File: src/rtl/fifo_flow_status_if.sv
// FIFO-status interface between the FIFO (producer of status) and the flow-control FSM.
//   push, data_in, pop : write/read requests from the FSM side
//   data_Fifo, valid_out : registered read data and its 1-cycle update strobe
//   count, empty_Fifo, no_empty_Fifo, full, almost_full, almost_empty : occupancy status
//   Fifo_overflow (sticky), underflow (1-cycle pulse) : error indications
// master = FIFO side, slave = FSM side.
interface fifo_flow_status_if #(
  parameter int unsigned DATA_WIDTH = 8,
  parameter int unsigned ADDR_WIDTH = 3
);
  logic                  push;
  logic [DATA_WIDTH-1:0] data_in;
  logic                  pop;
  logic [DATA_WIDTH-1:0] data_Fifo;
  logic                  valid_out;
  logic [ADDR_WIDTH:0]   count;
  logic                  empty_Fifo;
  logic                  no_empty_Fifo;
  logic                  full;
  logic                  almost_full;
  logic                  almost_empty;
  logic                  Fifo_overflow;
  logic                  underflow;

  modport master (
    input  push, data_in, pop,
    output data_Fifo, valid_out, count, empty_Fifo, no_empty_Fifo, full,
           almost_full, almost_empty, Fifo_overflow, underflow
  );

  modport slave (
    output push, data_in, pop,
    input  data_Fifo, valid_out, count, empty_Fifo, no_empty_Fifo, full,
           almost_full, almost_empty, Fifo_overflow, underflow
  );
endinterface

File: src/rtl/fifo_flow_status.sv
// Synchronous 8-entry FIFO with occupancy/error status for the flow-control FSM.
// Ports:
//   clk   : single clock, all state changes on the rising edge
//   reset : asynchronous active-low reset; discards stored data immediately
//   bus   : fifo_flow_status_if.master
//           push/data_in/pop in; data_Fifo/valid_out (1-cycle read latency),
//           count and decoded flags, sticky Fifo_overflow, pulsed underflow out.
module fifo_flow_status #(
  parameter int unsigned DATA_WIDTH   = 8,
  parameter int unsigned ADDR_WIDTH   = 3,
  parameter int unsigned ALMOST_FULL  = 6,
  parameter int unsigned ALMOST_EMPTY = 2
) (
  input  logic                 clk,
  input  logic                 reset,
  fifo_flow_status_if.master   bus
);

  localparam int unsigned DEPTH = 1 << ADDR_WIDTH;
  localparam int unsigned CW    = ADDR_WIDTH + 1;

  logic [DATA_WIDTH-1:0] mem [DEPTH];
  logic [ADDR_WIDTH-1:0] wr_ptr_q, wr_ptr_nxt;
  logic [ADDR_WIDTH-1:0] rd_ptr_q, rd_ptr_nxt;
  logic [CW-1:0]         count_q, count_nxt;
  logic [DATA_WIDTH-1:0] data_q;
  logic                  valid_q;
  logic                  ovf_q;
  logic                  und_q;

  logic empty_c;
  logic full_c;
  logic wr_en;
  logic rd_en;

  // Status flags decode the registered count, so they only move on clock edges.
  assign empty_c = (count_q == '0);
  assign full_c  = (count_q == CW'(DEPTH));

  assign bus.count         = count_q;
  assign bus.empty_Fifo    = empty_c;
  assign bus.no_empty_Fifo = ~empty_c;
  assign bus.full          = full_c;
  assign bus.almost_full   = (count_q >= CW'(ALMOST_FULL));
  assign bus.almost_empty  = (count_q <= CW'(ALMOST_EMPTY));
  assign bus.data_Fifo     = data_q;
  assign bus.valid_out     = valid_q;
  assign bus.Fifo_overflow = ovf_q;
  assign bus.underflow     = und_q;

  // Enables use pre-edge full/empty: a read never makes room for a same-cycle
  // push, and a push never feeds a same-cycle pop (no fall-through).
  always_comb begin
    wr_en      = bus.push & ~full_c;
    rd_en      = bus.pop & ~empty_c;
    wr_ptr_nxt = wr_ptr_q;
    rd_ptr_nxt = rd_ptr_q;
    count_nxt  = count_q;
    if (wr_en) wr_ptr_nxt = wr_ptr_q + ADDR_WIDTH'(1);
    if (rd_en) rd_ptr_nxt = rd_ptr_q + ADDR_WIDTH'(1);
    case ({wr_en, rd_en})
      2'b10:   count_nxt = count_q + CW'(1);
      2'b01:   count_nxt = count_q - CW'(1);
      default: count_nxt = count_q;
    endcase
  end

  // Storage array; contents are don't-care after reset.
  always_ff @(posedge clk) begin
    if (wr_en) mem[wr_ptr_q] <= bus.data_in;
  end

  // Pointers, occupancy, read data and error indications.
  always_ff @(posedge clk or negedge reset) begin
    if (!reset) begin
      wr_ptr_q <= '0;
      rd_ptr_q <= '0;
      count_q  <= '0;
      data_q   <= '0;
      valid_q  <= 1'b0;
      ovf_q    <= 1'b0;
      und_q    <= 1'b0;
    end else begin
      wr_ptr_q <= wr_ptr_nxt;
      rd_ptr_q <= rd_ptr_nxt;
      count_q  <= count_nxt;
      valid_q  <= rd_en;
      if (rd_en) data_q <= mem[rd_ptr_q];
      if (bus.push & full_c) ovf_q <= 1'b1;
      und_q    <= bus.pop & empty_c;
    end
  end

endmodule

File: src/flat_wrapper.sv
// flat-port wrapper written by rule: the top's interface ports become plain ports
module fifo_flow_status_flat 
#(
  parameter int unsigned DATA_WIDTH   = 8,
  parameter int unsigned ADDR_WIDTH   = 3,
  parameter int unsigned ALMOST_FULL  = 6,
  parameter int unsigned ALMOST_EMPTY = 2
)
  (clk, reset, bus_push, bus_data_in, bus_pop, bus_data_Fifo, bus_valid_out, bus_count, bus_empty_Fifo, bus_no_empty_Fifo, bus_full, bus_almost_full, bus_almost_empty, bus_Fifo_overflow, bus_underflow);
  fifo_flow_status_if #(.DATA_WIDTH(DATA_WIDTH), .ADDR_WIDTH(ADDR_WIDTH)) bus_i ();
  input  logic clk;
  input  logic reset;
  input wire logic [$bits(bus_i.push)-1:0] bus_push;
  input wire logic [$bits(bus_i.data_in)-1:0] bus_data_in;
  input wire logic [$bits(bus_i.pop)-1:0] bus_pop;
  output wire logic [$bits(bus_i.data_Fifo)-1:0] bus_data_Fifo;
  output wire logic [$bits(bus_i.valid_out)-1:0] bus_valid_out;
  output wire logic [$bits(bus_i.count)-1:0] bus_count;
  output wire logic [$bits(bus_i.empty_Fifo)-1:0] bus_empty_Fifo;
  output wire logic [$bits(bus_i.no_empty_Fifo)-1:0] bus_no_empty_Fifo;
  output wire logic [$bits(bus_i.full)-1:0] bus_full;
  output wire logic [$bits(bus_i.almost_full)-1:0] bus_almost_full;
  output wire logic [$bits(bus_i.almost_empty)-1:0] bus_almost_empty;
  output wire logic [$bits(bus_i.Fifo_overflow)-1:0] bus_Fifo_overflow;
  output wire logic [$bits(bus_i.underflow)-1:0] bus_underflow;
  assign bus_i.push = bus_push;
  assign bus_i.data_in = bus_data_in;
  assign bus_i.pop = bus_pop;
  assign bus_data_Fifo = bus_i.data_Fifo;
  assign bus_valid_out = bus_i.valid_out;
  assign bus_count = bus_i.count;
  assign bus_empty_Fifo = bus_i.empty_Fifo;
  assign bus_no_empty_Fifo = bus_i.no_empty_Fifo;
  assign bus_full = bus_i.full;
  assign bus_almost_full = bus_i.almost_full;
  assign bus_almost_empty = bus_i.almost_empty;
  assign bus_Fifo_overflow = bus_i.Fifo_overflow;
  assign bus_underflow = bus_i.underflow;
  fifo_flow_status #(.DATA_WIDTH(DATA_WIDTH), .ADDR_WIDTH(ADDR_WIDTH), .ALMOST_FULL(ALMOST_FULL), .ALMOST_EMPTY(ALMOST_EMPTY)) u_core (.clk(clk), .reset(reset), .bus(bus_i));
endmodule
File: config.mk
export PLATFORM = sky130hd
export DESIGN_NAME = fifo_flow_status_flat
export DESIGN_NICKNAME = d
export VERILOG_FILES = /design/src/rtl/fifo_flow_status_if.sv /design/src/rtl/fifo_flow_status.sv /design/src/flat_wrapper.sv
export SDC_FILE = /design/constraint.sdc
export NUM_CORES = 1
export LEC_CHECK = 0
export CORE_MARGIN = 4
export CORE_UTILIZATION = 45
export DETAILED_ROUTE_END_ITERATION = 7
export PLACE_DENSITY_LB_ADDON = 0.15
export RECOVER_POWER = 25
export REMOVE_ABC_BUFFERS = 1
export SLEW_MARGIN = 15
export SYNTH_ARGS = -nofsm -noshare
export SYNTH_HDL_FRONTEND = slang
export SYNTH_SLANG_ARGS = --single-unit
File: constraint.sdc
create_clock -name clk -period 4.8 [get_ports clk]
set_clock_uncertainty 0.05 [all_clocks]
set_input_delay 1.2 -clock clk [delete_from_list [all_inputs] [get_ports clk]]
set_output_delay 1.2 -clock clk [all_outputs]
set_load 0.01 [all_outputs]
After elaboration in Yosys (flattened, before gate mapping)
Memory sizes are Yosys's and may differ from the RTL's. A register that Yosys moved wholly into a read port is not among the register bits.
Cells that the tools add are included.
{ "classes": {"add_sub_neg": 4, "magnitude_cmp": 2, "bitwise": 6, "n_reduce_logical": 3, "mux": 3, "eq_ne": 3} }
{ "ops": {"columns": ["op", "n"], "rows": [
  ["case mux 4 bit (2 select lines)", 1],
  ["adder 3 x 1 -> 3 bit (second input constant)", 2],
  ["adder 4 x 1 -> 4 bit (second input constant)", 1],
  ["AND 1 bit", 4],
  ["equality test 4 bit (second input constant)", 1],
  ["greater-or-equal comparator 4 x 3 -> 1 bit (second input constant)", 1],
  ["<= comparator 4 x 2 -> 1 bit (second input constant)", 1],
  ["logical NOT 4 bit", 1],
  ["subtractor 4 x 1 -> 4 bit (second input constant)", 1],
  ["equality test 2 x 1 -> 1 bit (second input constant)", 1],
  ["equality test 2 bit (second input constant)", 1],
  ["two-way mux 1 bit", 2],
  ["inverter 1 bit", 2],
  ["nonzero test 2 bit", 1],
  ["logical NOT 1 bit", 1]
]} }
{ "totals": {"mem_bits_rw": 64, "n_memories": 1, "regBits": 13, "in_bits": 12, "wordCells": 28} }
{ "mem_list": {"columns": ["memory", "words", "width", "read_ports", "rd_clocked_by_memory_dff", "wr", "line_no", "text"], "rows": [
  ["u_core.mem", 8, 8, 1, 1, 1, "fifo_flow_status.sv:22", "logic [DATA_WIDTH-1:0] mem [DEPTH];"]
]} }

Longest topological paths before layout
{ "depth": {"ltp_word": 5, "ltp_mapped": 11, "ltp_nobuf": 10} }

Worst setup path after synthesis
OpenSTA, ideal clock, no wires.
{ "synth_path": {"path_type": "input-to-reg", "start": "input bus_push", "end": "register u_core.count_q[2] (netlist: u_core.bus.count[2])", "t_arrival_ns": 2.599, "stages": 9, "path_slack_ns": 2.018, "setup_time_ns": 0.134, "required_time_ns": 4.616, "path_cell_list": "nor2b_1 inv_1 ha_1 xor2_1 ha_1 a21oi_1 xor2_1 nor2_1 xor2_1"} }
{ "synth_via": {"elab_chain_cells": 3, "elab_cells_between_ends": 5} }
{ "synth_rtl": {"columns": ["item", "line_no", "text"], "rows": [
  ["start, declared", "flat_wrapper.sv:13", "input wire logic [$bits(bus_i.push)-1:0] bus_push;"],
  ["AND 1 bit *", "fifo_flow_status.sv:54", "wr_en = bus.push & ~full_c;"],
  ["equality test 2 x 1 -> 1 bit / equality test 2 bit (equally long branches)", "fifo_flow_status.sv:61", "case ({wr_en, rd_en})"],
  ["case mux 4 bit (2 select lines) / nonzero test 2 bit (equally long branches)", null, null],
  ["end signal, assigned", "fifo_flow_status.sv:86", "count_q <= count_nxt;"],
  ["end, declared", "fifo_flow_status.sv:25", "logic [CW-1:0] count_q, count_nxt;"]
]} }
Mark *: on every way between the ends. The rest lies on a longest branch, timed or not.
A chain may end at the register's enable or synchronous reset.

Final worst setup path
{ "layout_path": {"start": "register u_core.count_q[0] (netlist: u_core.bus.count[0])", "end": "output bus_empty_Fifo"} }
{ "layout_via": {"elab_chain_cells": 1} }
{ "layout_rtl": {"columns": ["item", "line_no", "text"], "rows": [
  ["logical NOT 4 bit", "fifo_flow_status.sv:37", "assign empty_c = (count_q == '0);"],
  ["end, declared", "flat_wrapper.sv:19", "output wire logic [$bits(bus_i.empty_Fifo)-1:0] bus_empty_Fifo;"]
]} }
Every way passes these cells.

==> impl_metrics.csv <==
group,metric,value,unit
die,rows,31,
synth,synth_cell_type_count,30,
worst_setup_path,cp.arrival,2.05,ns
sta,relSlewSlack,32.2,%
worst_setup_path,cp-end-kind,"output pin",
min_path,min_path_cells,1,
sta,setup_violations,0,
grt,grt_use_total,15.8,%
run_status,status,"finished, final reports clean",
synth,synth_area_leaders,"edfxtp_1 56%, dfrtp_1 15%, mux2_2 5.5%, mux2i_1 4.6%, nand2_1 2.4%",
synth,netlist_area,0.00345,sq mm
clock_tree,ctsResizeCount,0,
sta,max_freq,303,MHz
final_layout,area_growth,18.2,%
worst_setup_path,path_class,"reg -> out",
power_and_ir_drop,ir_worst_vdd,279,uV
clock_tree,numCtsBuffers,9,
sta,tightest_slew,1.01,ns
synth,synth_most_common_cell,"edfxtp_1",
clock_tree,htree_levels,3,
synth,ys_warn_count,0,
synth,async_reset_ff_share,24.7,%
drt,wl,6.54,mm
final_layout,antenna_cells,0,
synth,synth_area_leader_cell,"edfxtp_1",
sta,final-hold-violation-count,0,
sta,drv_slew,0,
final_layout,drive_gt1_share,15.4,%
sta,fin_crit_sh,68.7,%
worst_setup_path,cpPeakStageDelay,0.60,ns
grt,grt.overflow.total,0,
worst_setup_path,rrSetupSlack,2.06,ns
power_and_ir_drop,leakage,0.00149,uW
place,dpl.hpwl,4.14,mm
worst_setup_path,path_cells,"or4_4, inv_1, clkdlybuf4s50_1",
run,maxCapViolCount,0,
synth,synth_area_per_cell,15.8,sq um
die,dieWidth,95.6,microns
grt,antenna_found_initial,0,
synth,synth_edf_count,64,
worst_setup_path,start_kind,"register",
die,die_y,95.6,microns
worst_setup_path,reg2reg_depth,10,
sta,rsz0062_at_grt,"false",
clock_tree,clock_sinks,85,
clock_tree,post_cts_buffers,0,
clock_tree,holdBufCountCts,0,
grt,grt_max_degree,35,
clock_tree,worstSkewPairLatency,0.34,ns
synth,synth_top_area_share,55.6,%
drt,vias_per_cell,5.23,
worst_setup_path,worstPathMaxFanout,8,
die,core-area,0.00737,sq mm
min_path,hp-class,"reg -> reg",
drt,drt_iter0_markers,56,
clock_tree,cts_tree,"done",
drt,drcViolationCount,0,
clock_tree,cts-root-buf,"clkbuf_8",
grt,grt_pass1_wl,10.2,mm
worst_setup_path,worstPathRequired,3.55,ns
synth,ys_ff_latch,85,
drt,via_count,1879,
grt,grt_pass1_vias,1884,
place,numPortBuffers,31,
synth,synth_commonest_cells,"64 x edfxtp_1, 22 x nand2_1, 21 x dfrtp_1",
drt,routedWlPerCell,18.2,microns
drt,drtPass1Iterations,4,
die,pin_count,32,
sta,setup-tns-final,0,ns
drt,antenna_left,0,
worst_setup_path,crit_slowest_cell,"or4_4",
synth,seq_area_frac_synth,70.8,%
final_layout,layout.nets,272,
synth,synthFlopType,"edfxtp_1",
final_layout,final_core_util,55.4,%
place,place.gp.congestion,0.727,
die,dieArea,0.00914,sq mm
synth,syn_inst,218,
sta,fin_crit,3.30,ns
die,initial_core_util,46.9,%
clock_tree,clock_path_buffers,2,
power_and_ir_drop,p_per_area,612,mW/mm^2
clock_tree,clk_pin_slew_worst_paths,0.09,ns
==> area by class of cell <==
type                    count  area, sq um
clock buffers              10          128
clock inverters             6          111
fillers                   618         3290
inverters                   3         11.3
multi-input cells         122          928
flip-flops and latches     85         2450
well taps                  99          124
repair buffers             34          333
==> cell usage in the layout (no fill, tap or decap), types with 2 or more instances in the layout <==
cell type         n
edfxtp_1         64
clkdlybuf4s50_1  23
nand2_1          22
dfrtp_1          21
mux2_2           17
mux2i_1          16
o22ai_1           9
clkbuf_8          9
nor2_1            8
a221o_1           8
o21ai_0           8
dlygate4sd3_1     8
nand2b_1          6
xnor2_1           5
ha_1              5
xor2_1            3
bufinv_16         3
buf_4             3
inv_1             2
nor2b_1           2
nor3_1            2
a21oi_1           2
==> final timing paths <==
| check | start | end |
|---|---|---|
| min in group asynchronous | reset | u_core.bus.count[3] |
| setup / recovery | u_core.bus.count[0] | bus_empty_Fifo |
| setup reg to reg | u_core.bus.count[0] | u_core.bus.count[2] |
| hold reg to reg | u_core.bus.Fifo_overflow | u_core.bus.Fifo_overflow |
| hold / removal | u_core.bus.Fifo_overflow | u_core.bus.Fifo_overflow |
| max in group asynchronous | reset | u_core.bus.data_Fifo[1] |
==> worst max-delay path, delay by kind of cell (launching register included) <==
family                 cells  cell delay (ns)
AND/OR/NAND/NOR            1             0.60
buffers and inverters      2             0.61
flip-flops                 1             0.49
==> registers in the layout, summed over array words and instances, names as in the netlist <==
register                  cells
u_core.bus.Fifo_overflow      1
u_core.bus.underflow          1
u_core.bus.count              4
u_core.mem                   64
u_core.bus.valid_out          1
u_core.wr_ptr_q               3
u_core.bus.data_Fifo          8
u_core.rd_ptr_q               3
==> routing by layer <==
metal | global-route usage, % | part of all wire (%) | vias to the layer above
li1 | - | - | 894
met3 | 4.74 | 6.1 | 5
met1 | 20.1 | 43 | 939
met4 | 4.62 | 0.73 | 0
met2 | 26.2 | 50 | 41
met5 | 0 | 0 | -
==> kinds of logic after synthesis <==
| group | share of synthesized area (%) |
|---|---|
| AO/OA/AOI/OAI | 6.08 |
| XOR/XNOR | 2.03 |
| adder cells (fa/ha/maj) | 1.81 |
| buffers and inverters | 2.28 |
| flip-flops | 70.8 |
| multiplexers | 10.2 |
| AND/OR/NAND/NOR | 6.77 |
==> per-stage QoR <==
| stage | hold WS (ns) | setup slack (ns) | total power [uW] | cells | area [sq um] |
|---|---|---|---|---|---|
| after global routing | 0.426 | 1.40 | 2640 | 359 | 4080 |
| after floorplan | 0.437 | 2.01 | 1590 | 210 | 3390 |
| final | 0.408 | 1.50 | 2500 | 359 | 4080 |
| after detailed placement | 0.393 | 1.35 | 1940 | 343 | 3840 |
| after CTS | 0.412 | 1.47 | 2530 | 359 | 4080 |
| after global placement | 0.392 | 1.41 | 1920 | 343 | 3840 |
==> power by group <==
part           total [uW]  internal, uW  switching (uW)  leakage, uW
clock                 593           346             247     0.000116
sequential           1070           961             109     0.000832
combinational         837           413             424     0.000544
(Power assumes the default switching activity.)
